<file path="src/rtl/button_pkg.sv">
// Shared definitions for the push-button front end: channel bit map,
// default channel count and the per-channel debounce FSM encoding.
package button_pkg;

   // Bit positions of the board buttons inside in_buttons_raw / out_pressed
   localparam int BTN_UP    = 0;
   localparam int BTN_DOWN  = 1;
   localparam int BTN_LEFT  = 2;
   localparam int BTN_RIGHT = 3;
   localparam int BTN_RESET = 4;

   localparam int NUM_BUTTONS = 5;

   // Debounce FSM: two stable states, each with a "checking" state on the way out
   typedef enum logic [1:0] {
      S_LOW    = 2'd0,
      S_CHK_HI = 2'd1,
      S_HIGH   = 2'd2,
      S_CHK_LO = 2'd3
   } db_state_t;

endpackage

</file>
<file path="src/rtl/debounce_channel.sv">
// One button channel: two-flop synchroniser, stability counter FSM and a
// registered single-cycle press pulse. With BUTTON_DEBOUNCER_AUTOREPEAT_EN
// defined, a held channel (REPEAT_EN=1) re-pulses every REPEAT_CYCLES cycles.
module debounce_channel
#(
   parameter int DEBOUNCE_CYCLES = 500000,
   parameter int CNT_W           = $clog2(DEBOUNCE_CYCLES + 1)
`ifdef BUTTON_DEBOUNCER_AUTOREPEAT_EN
   ,
   parameter int REPEAT_CYCLES   = 25000000,
   parameter bit REPEAT_EN       = 1'b1
`endif
)(
   input  logic clk,
   input  logic rst,
   input  logic raw,
   output logic level,
   output logic pulse
);
   import button_pkg::*;

   localparam logic [CNT_W-1:0] CNT_LAST = CNT_W'(DEBOUNCE_CYCLES - 1);
   localparam logic [CNT_W-1:0] CNT_ONE  = CNT_W'(1);
   localparam logic [CNT_W-1:0] CNT_ZERO = CNT_W'(0);

`ifdef BUTTON_DEBOUNCER_AUTOREPEAT_EN
   localparam int               RPT_W    = $clog2(REPEAT_CYCLES + 1);
   localparam logic [RPT_W-1:0] RPT_LAST = RPT_W'(REPEAT_CYCLES - 1);
   localparam logic [RPT_W-1:0] RPT_ZERO = RPT_W'(0);
   logic [RPT_W-1:0] rpt;
`endif

   logic             sync1;
   logic             sync2;
   db_state_t        state;
   logic [CNT_W-1:0] count;

   // Synchroniser, debounce FSM, stability counter and registered outputs
   always_ff @(posedge clk) begin
      if (rst) begin
         sync1 <= 1'b0;
         sync2 <= 1'b0;
         state <= S_LOW;
         count <= CNT_ZERO;
         level <= 1'b0;
         pulse <= 1'b0;
`ifdef BUTTON_DEBOUNCER_AUTOREPEAT_EN
         rpt   <= RPT_ZERO;
`endif
      end else begin
         sync1 <= raw;
         sync2 <= sync1;
         pulse <= 1'b0;
`ifdef BUTTON_DEBOUNCER_AUTOREPEAT_EN
         // Repeat timing only advances in S_HIGH; everywhere else it is held clear
         rpt   <= RPT_ZERO;
`endif
         case (state)
            S_LOW: begin
               level <= 1'b0;
               if (sync2) begin
                  state <= S_CHK_HI;
                  count <= CNT_ONE;
               end else begin
                  count <= CNT_ZERO;
               end
            end
            S_CHK_HI: begin
               level <= 1'b0;
               if (!sync2) begin
                  state <= S_LOW;
                  count <= CNT_ZERO;
               end else if (count == CNT_LAST) begin
                  // Accepted press: level and pulse change on the same edge
                  state <= S_HIGH;
                  count <= CNT_ZERO;
                  level <= 1'b1;
                  pulse <= 1'b1;
               end else begin
                  count <= count + CNT_ONE;
               end
            end
            S_HIGH: begin
               level <= 1'b1;
               if (!sync2) begin
                  state <= S_CHK_LO;
                  count <= CNT_ONE;
               end else begin
                  count <= CNT_ZERO;
`ifdef BUTTON_DEBOUNCER_AUTOREPEAT_EN
                  if (REPEAT_EN) begin
                     if (rpt == RPT_LAST) begin
                        rpt   <= RPT_ZERO;
                        pulse <= 1'b1;
                     end else begin
                        rpt <= rpt + RPT_W'(1);
                     end
                  end else begin
                     rpt <= RPT_ZERO;
                  end
`endif
               end
            end
            S_CHK_LO: begin
               level <= 1'b1;
               if (sync2) begin
                  state <= S_HIGH;
                  count <= CNT_ZERO;
               end else if (count == CNT_LAST) begin
                  // Accepted release: no pulse
                  state <= S_LOW;
                  count <= CNT_ZERO;
                  level <= 1'b0;
               end else begin
                  count <= count + CNT_ONE;
               end
            end
            default: begin
               state <= S_LOW;
               count <= CNT_ZERO;
               level <= 1'b0;
            end
         endcase
      end
   end

endmodule

</file>
<file path="src/rtl/button_debouncer.sv">
// Push-button conditioning front end: NUM_BUTTONS independent debounce
// channels feeding direction_logic. Optional auto-repeat on the four
// direction channels is enabled by defining BUTTON_DEBOUNCER_AUTOREPEAT_EN.
module button_debouncer
#(
   parameter int NUM_BUTTONS     = button_pkg::NUM_BUTTONS,
   parameter int DEBOUNCE_CYCLES = 500000,
   parameter int REPEAT_CYCLES   = 25000000
)(
   input  logic                   in_clk,
   input  logic                   in_rst,
   input  logic [NUM_BUTTONS-1:0] in_buttons_raw,
   output logic                   out_button_up,
   output logic                   out_button_down,
   output logic                   out_button_left,
   output logic                   out_button_right,
   output logic                   out_button_reset,
   output logic [NUM_BUTTONS-1:0] out_pressed
);
   import button_pkg::*;

   localparam int CNT_W = $clog2(DEBOUNCE_CYCLES + 1);

   // Reject configurations the channel FSM cannot honour
   if (DEBOUNCE_CYCLES < 2) begin : g_bad_debounce
      $error("button_debouncer: DEBOUNCE_CYCLES must be >= 2");
   end
   if (REPEAT_CYCLES < 2) begin : g_bad_repeat
      $error("button_debouncer: REPEAT_CYCLES must be >= 2");
   end
   if (NUM_BUTTONS != 5) begin : g_bad_width
      $error("button_debouncer: named level ports assume exactly 5 buttons");
   end

   logic [NUM_BUTTONS-1:0] level;
   logic [NUM_BUTTONS-1:0] pulse;

   for (genvar i = 0; i < NUM_BUTTONS; i++) begin : g_chan
      debounce_channel #(
         .DEBOUNCE_CYCLES (DEBOUNCE_CYCLES),
         .CNT_W           (CNT_W)
`ifdef BUTTON_DEBOUNCER_AUTOREPEAT_EN
         ,
         .REPEAT_CYCLES   (REPEAT_CYCLES),
         .REPEAT_EN       (1'(i < BTN_RESET))
`endif
      ) u_chan (
         .clk   (in_clk),
         .rst   (in_rst),
         .raw   (in_buttons_raw[i]),
         .level (level[i]),
         .pulse (pulse[i])
      );
   end

   // Channel outputs are already registered; these are pure renames
   assign out_button_up    = level[BTN_UP];
   assign out_button_down  = level[BTN_DOWN];
   assign out_button_left  = level[BTN_LEFT];
   assign out_button_right = level[BTN_RIGHT];
   assign out_button_reset = level[BTN_RESET];
   assign out_pressed      = pulse;

endmodule
</file>
<file path="config.mk">
export PLATFORM = sky130hd
export DESIGN_NAME = button_debouncer
export DESIGN_NICKNAME = d
export VERILOG_FILES = /design/src/rtl/button_pkg.sv /design/src/rtl/debounce_channel.sv /design/src/rtl/button_debouncer.sv
export SDC_FILE = /design/constraint.sdc
export NUM_CORES = 1
export LEC_CHECK = 0
export ABC_AREA = 1
export ABC_CLOCK_PERIOD_IN_PS = 1350
export CAP_MARGIN = 20
export CORE_ASPECT_RATIO = 0.8
export CORE_UTILIZATION = 45
export CTS_BUF_LIST = sky130_fd_sc_hd__clkbuf_8 sky130_fd_sc_hd__clkbuf_16
export CTS_CLUSTER_SIZE = 20
export DETAILED_ROUTE_END_ITERATION = 6
export PLACE_DENSITY_LB_ADDON = 0.2
export SLEW_MARGIN = 20
export SYNTH_ARGS = -nofsm -noshare
export SYNTH_HDL_FRONTEND = slang
export SYNTH_SLANG_ARGS = --single-unit
</file>
<file path="constraint.sdc">
create_clock -name in_clk -period 1.35 [get_ports in_clk]
set_input_delay 0.135 -clock in_clk [delete_from_list [all_inputs] [get_ports in_clk]]
set_output_delay 0.135 -clock in_clk [all_outputs]
set_load 0.05 [all_outputs]
</file>
==> results.md <==
- Status: finished with violations
- Failing checks: negative setup slack
- Die Y: 107 um
- Peak supply drop: 1.02 mV
- Crit path arrival time: 1.72 ns
- Setup TNS: -0.264 ns
- First-pass GRT wire length: 23800 um
- Syn avg cell area: 7.02 um2
- Grt ovf: 0
- Required @ worst endpoint: 1.66 ns
- Vias per cell: 4.81
- WS Path Type: reg -> reg
- Critical path launch point: g_chan[1].u_chan.count[1]
- Warnings, synthesis: 0
- FP Rows: 38
- Critical Path Source Type: flip-flop
- Crit. End Element: flip-flop
- Worst-path fanout max: 3
- CP Capture Point: g_chan[1].u_chan.count[18]
- Die area: 14300 um2
- Hold Crit Class: in -> reg
- FF+latch area: 2560 um2
- Post-synthesis instance area: 6230 um2
- Commonest non-fill, non-tap cell in the layout: nand2_1
- Max clock buf depth: 2
- Share of layout cells above drive strength 1: 35.6%
- Crit share post-route: 104%
- Syn Inst Count: 888
- Ant diodes: 0
- Post-layout min period: 1.41 ns
- Crit Reg-Reg Endpoint: g_chan[1].u_chan.count[18]
- PD cells: 1000 nW/um2
- CTS Root Cell: clkbuf_16
- DIE WIDTH: 134 um
- DR iter-0 viols: 368
- Final core occ: 65.4%
- Endpoints failing hold: 0
- Core ar.: 13600 um2
- Seq/Total Area, Yosys: 40.1%
- HP Start: in_buttons_raw[3]
- WL/cell: 12.2 um
- Clock latency on the worst-skew pair: 0.42 ns
- Syn_nets: 900
- I/O Buffers: 16
- Largest net degree at the start of global routing: 18
- Rel. slew slack: 74.8%
- First-pass DRT Iterations: 5
- Netlist cell types: 36
- Tightest Pin Transition: 0.378 ns
- Final wirelength: 15000 um
- Static leakage: 3.14 nW
- Max Slew Vio Count: 0
- Overall routing resource usage: 20.7%
- # setup viols final: 8
- Clock-pin slew on the worst setup and hold paths: 0.06 ns
- H-tree depth: 4
- ANT nets after route: 0
- Fill cells: 1154
- Commonest non-fill, non-tap cells in the layout: nand2_1, nor2_1, buf_4
- Fmax: 711 MHz
- PnR worst setup slack: -0.0571 ns
- Final nets: 1048
- Initial antenna violation count: 0
- Gpl congestion: 0.910
- CTS tree: done
- Multi-input logic area: 3830 um2
- TritonCTS sink count: 125
- Dpl hpwl: 9670 um
- Area grow syn2layout: 42.1%
- Vias in the first global route: 5309
- Synth Register Bits: 125
- Worst r2r src: g_chan[1].u_chan.count[1]
- Max-cap violations: 0
- DRC viols: 0
- Vias: 5908
- RSZ-0062 raised after global routing: true
- Starting density of the core: 46.0%
- Setup Skew: 0.00683 ns
- CTS Buf Count: 17
- IO Pins: 17
- Slack of the worst reg-to-reg path: -0.06 ns
- Worst r2r path cells: 8
registers in the layout (all words and copies together), names as in the netlist, named ones only:
register,flops
g_chan.u_chan.sync1,5
g_chan.u_chan.state,5
g_chan.u_chan.pulse,5
g_chan.u_chan.count,95
g_chan.u_chan.sync2,5
g_chan.u_chan.level,5
area by class of cell:
type,count,share of cell area (%)
clock inverter,10,1.79
tap,180,2.54
clock buffer,22,5.58
multi-input combinational,647,43.3
timing repair inverter,1,0.0706
sequential,125,29.0
inverter,108,4.66
timing repair buffer,136,13.1
Yosys cell counts:
library cell	instances	area, um2
a21oi_1	16	80.1
a21oi_2	1	8.76
a31oi_1	2	12.5
buf_1	1	3.75
buf_2	1	5.00
buf_4	5	37.5
buf_6	4	45.0
clkbuf_1	1	3.75
dfxtp_1	125	2500
ha_1	5	62.6
inv_1	106	398
inv_2	2	7.51
nand2_1	181	679
nand2_2	8	50.1
nand3_1	47	235
nand3_2	14	140
nand3_4	1	17.5
nand3b_1	3	22.5
nand3b_2	1	11.3
nand4_1	19	119
nor2_1	206	773
nor2_2	18	113
nor2_4	9	101
nor3_1	32	160
nor3_2	7	70.1
nor3_4	1	16.3
nor3b_1	2	15.0
nor3b_2	2	25.0
nor4_1	1	6.26
o21a_1	1	7.51
o21ai_0	17	85.1
o22ai_1	1	6.26
o31ai_1	1	7.51
or2_2	2	12.5
xnor2_1	11	96.3
xor2_1	34	298
worst max-delay path, cell delays in order, from the launching register on:
cell,delay [ns]
dfxtp_2,0.36
ha_4,0.16
nand3_4,0.10
nor2_4,0.17
nand2_2,0.10
nor2_4,0.16
nand2_2,0.07
o21ai_1,0.12
nor2_1,0.06
metrics by stage:
step / hold slack [ns] / instance area, um2 / setup slack [ns] / std cells / power (mW)
2_1_floorplan: 0.242 / 6280 / -0.0202 / 888 / 3.88
3_3_place_gp: 0.389 / 7390 / -0.203 / 1173 / 3.95
3_5_place_dp: 0.396 / 7390 / -0.227 / 1173 / 3.95
4_1_cts: 0.234 / 8230 / -0.00977 / 1210 / 8.94
5_1_grt: 0.274 / 8860 / -0.123 / 1229 / 9.18
6_report: 0.247 / 8860 / -0.0571 / 1229 / 8.89
how the worst min path moves through the flow:
stage / end / slack, ns / cells after the start
3_3_place_gp: g_chan[3].u_chan.sync2 / 0.39 / 2
3_5_place_dp: g_chan[2].u_chan.sync2 / 0.40 / 2
6_report: g_chan[3].u_chan.sync1 / 0.25 / 3
4_1_cts: g_chan[3].u_chan.sync1 / 0.23 / 3
2_1_floorplan: g_chan[0].u_chan.sync1 / 0.24 / 2
5_1_grt: g_chan[0].u_chan.sync1 / 0.27 / 3
layer usage:
metal	track usage [%]	part of all wire [%]	routed length [um]	vias to the layer above
met3	4.94	3.8	575	19
met1	29.1	50	7470	2673
met2	30.4	45	6720	119
met5	0	0	0	-
met4	7.87	1.4	205	0
li1	-	-	-	3097
what timing repair did:
item                       in CTS  in global routing
setup buffers                   4                 15
setup endpoints to repair      68                107
pin swaps                       6                 62
cloned                          1                  4
gates resized for setup        36                162
hold buffers                    0                  0
cell families (layout without fill, tap and decap cells):
family / Yosys count / count (layout) / synth area share [%]
and+or+nand+nor: 554 / 558 / 41.2
DFF: 125 / 125 / 40.1
buffers and inverters: 120 / 277 / 8.03
xor gates and xnor gates: 45 / 45 / 6.32
AOI/OAI and AO/OA: 39 / 39 / 3.33
adders and majority gates: 5 / 5 / 1.00
power breakdown:
group | internal, mW | switching [mW] | leakage, nW
Clock | 3.33 | 1.67 | 0.318
Combinational | 0.0721 | 0.0843 | 1.79
Sequential | 3.71 | 0.0203 | 1.03
Total | 7.11 | 1.77 | 3.14
No activity file was read; power rests on OpenSTA's default activity.
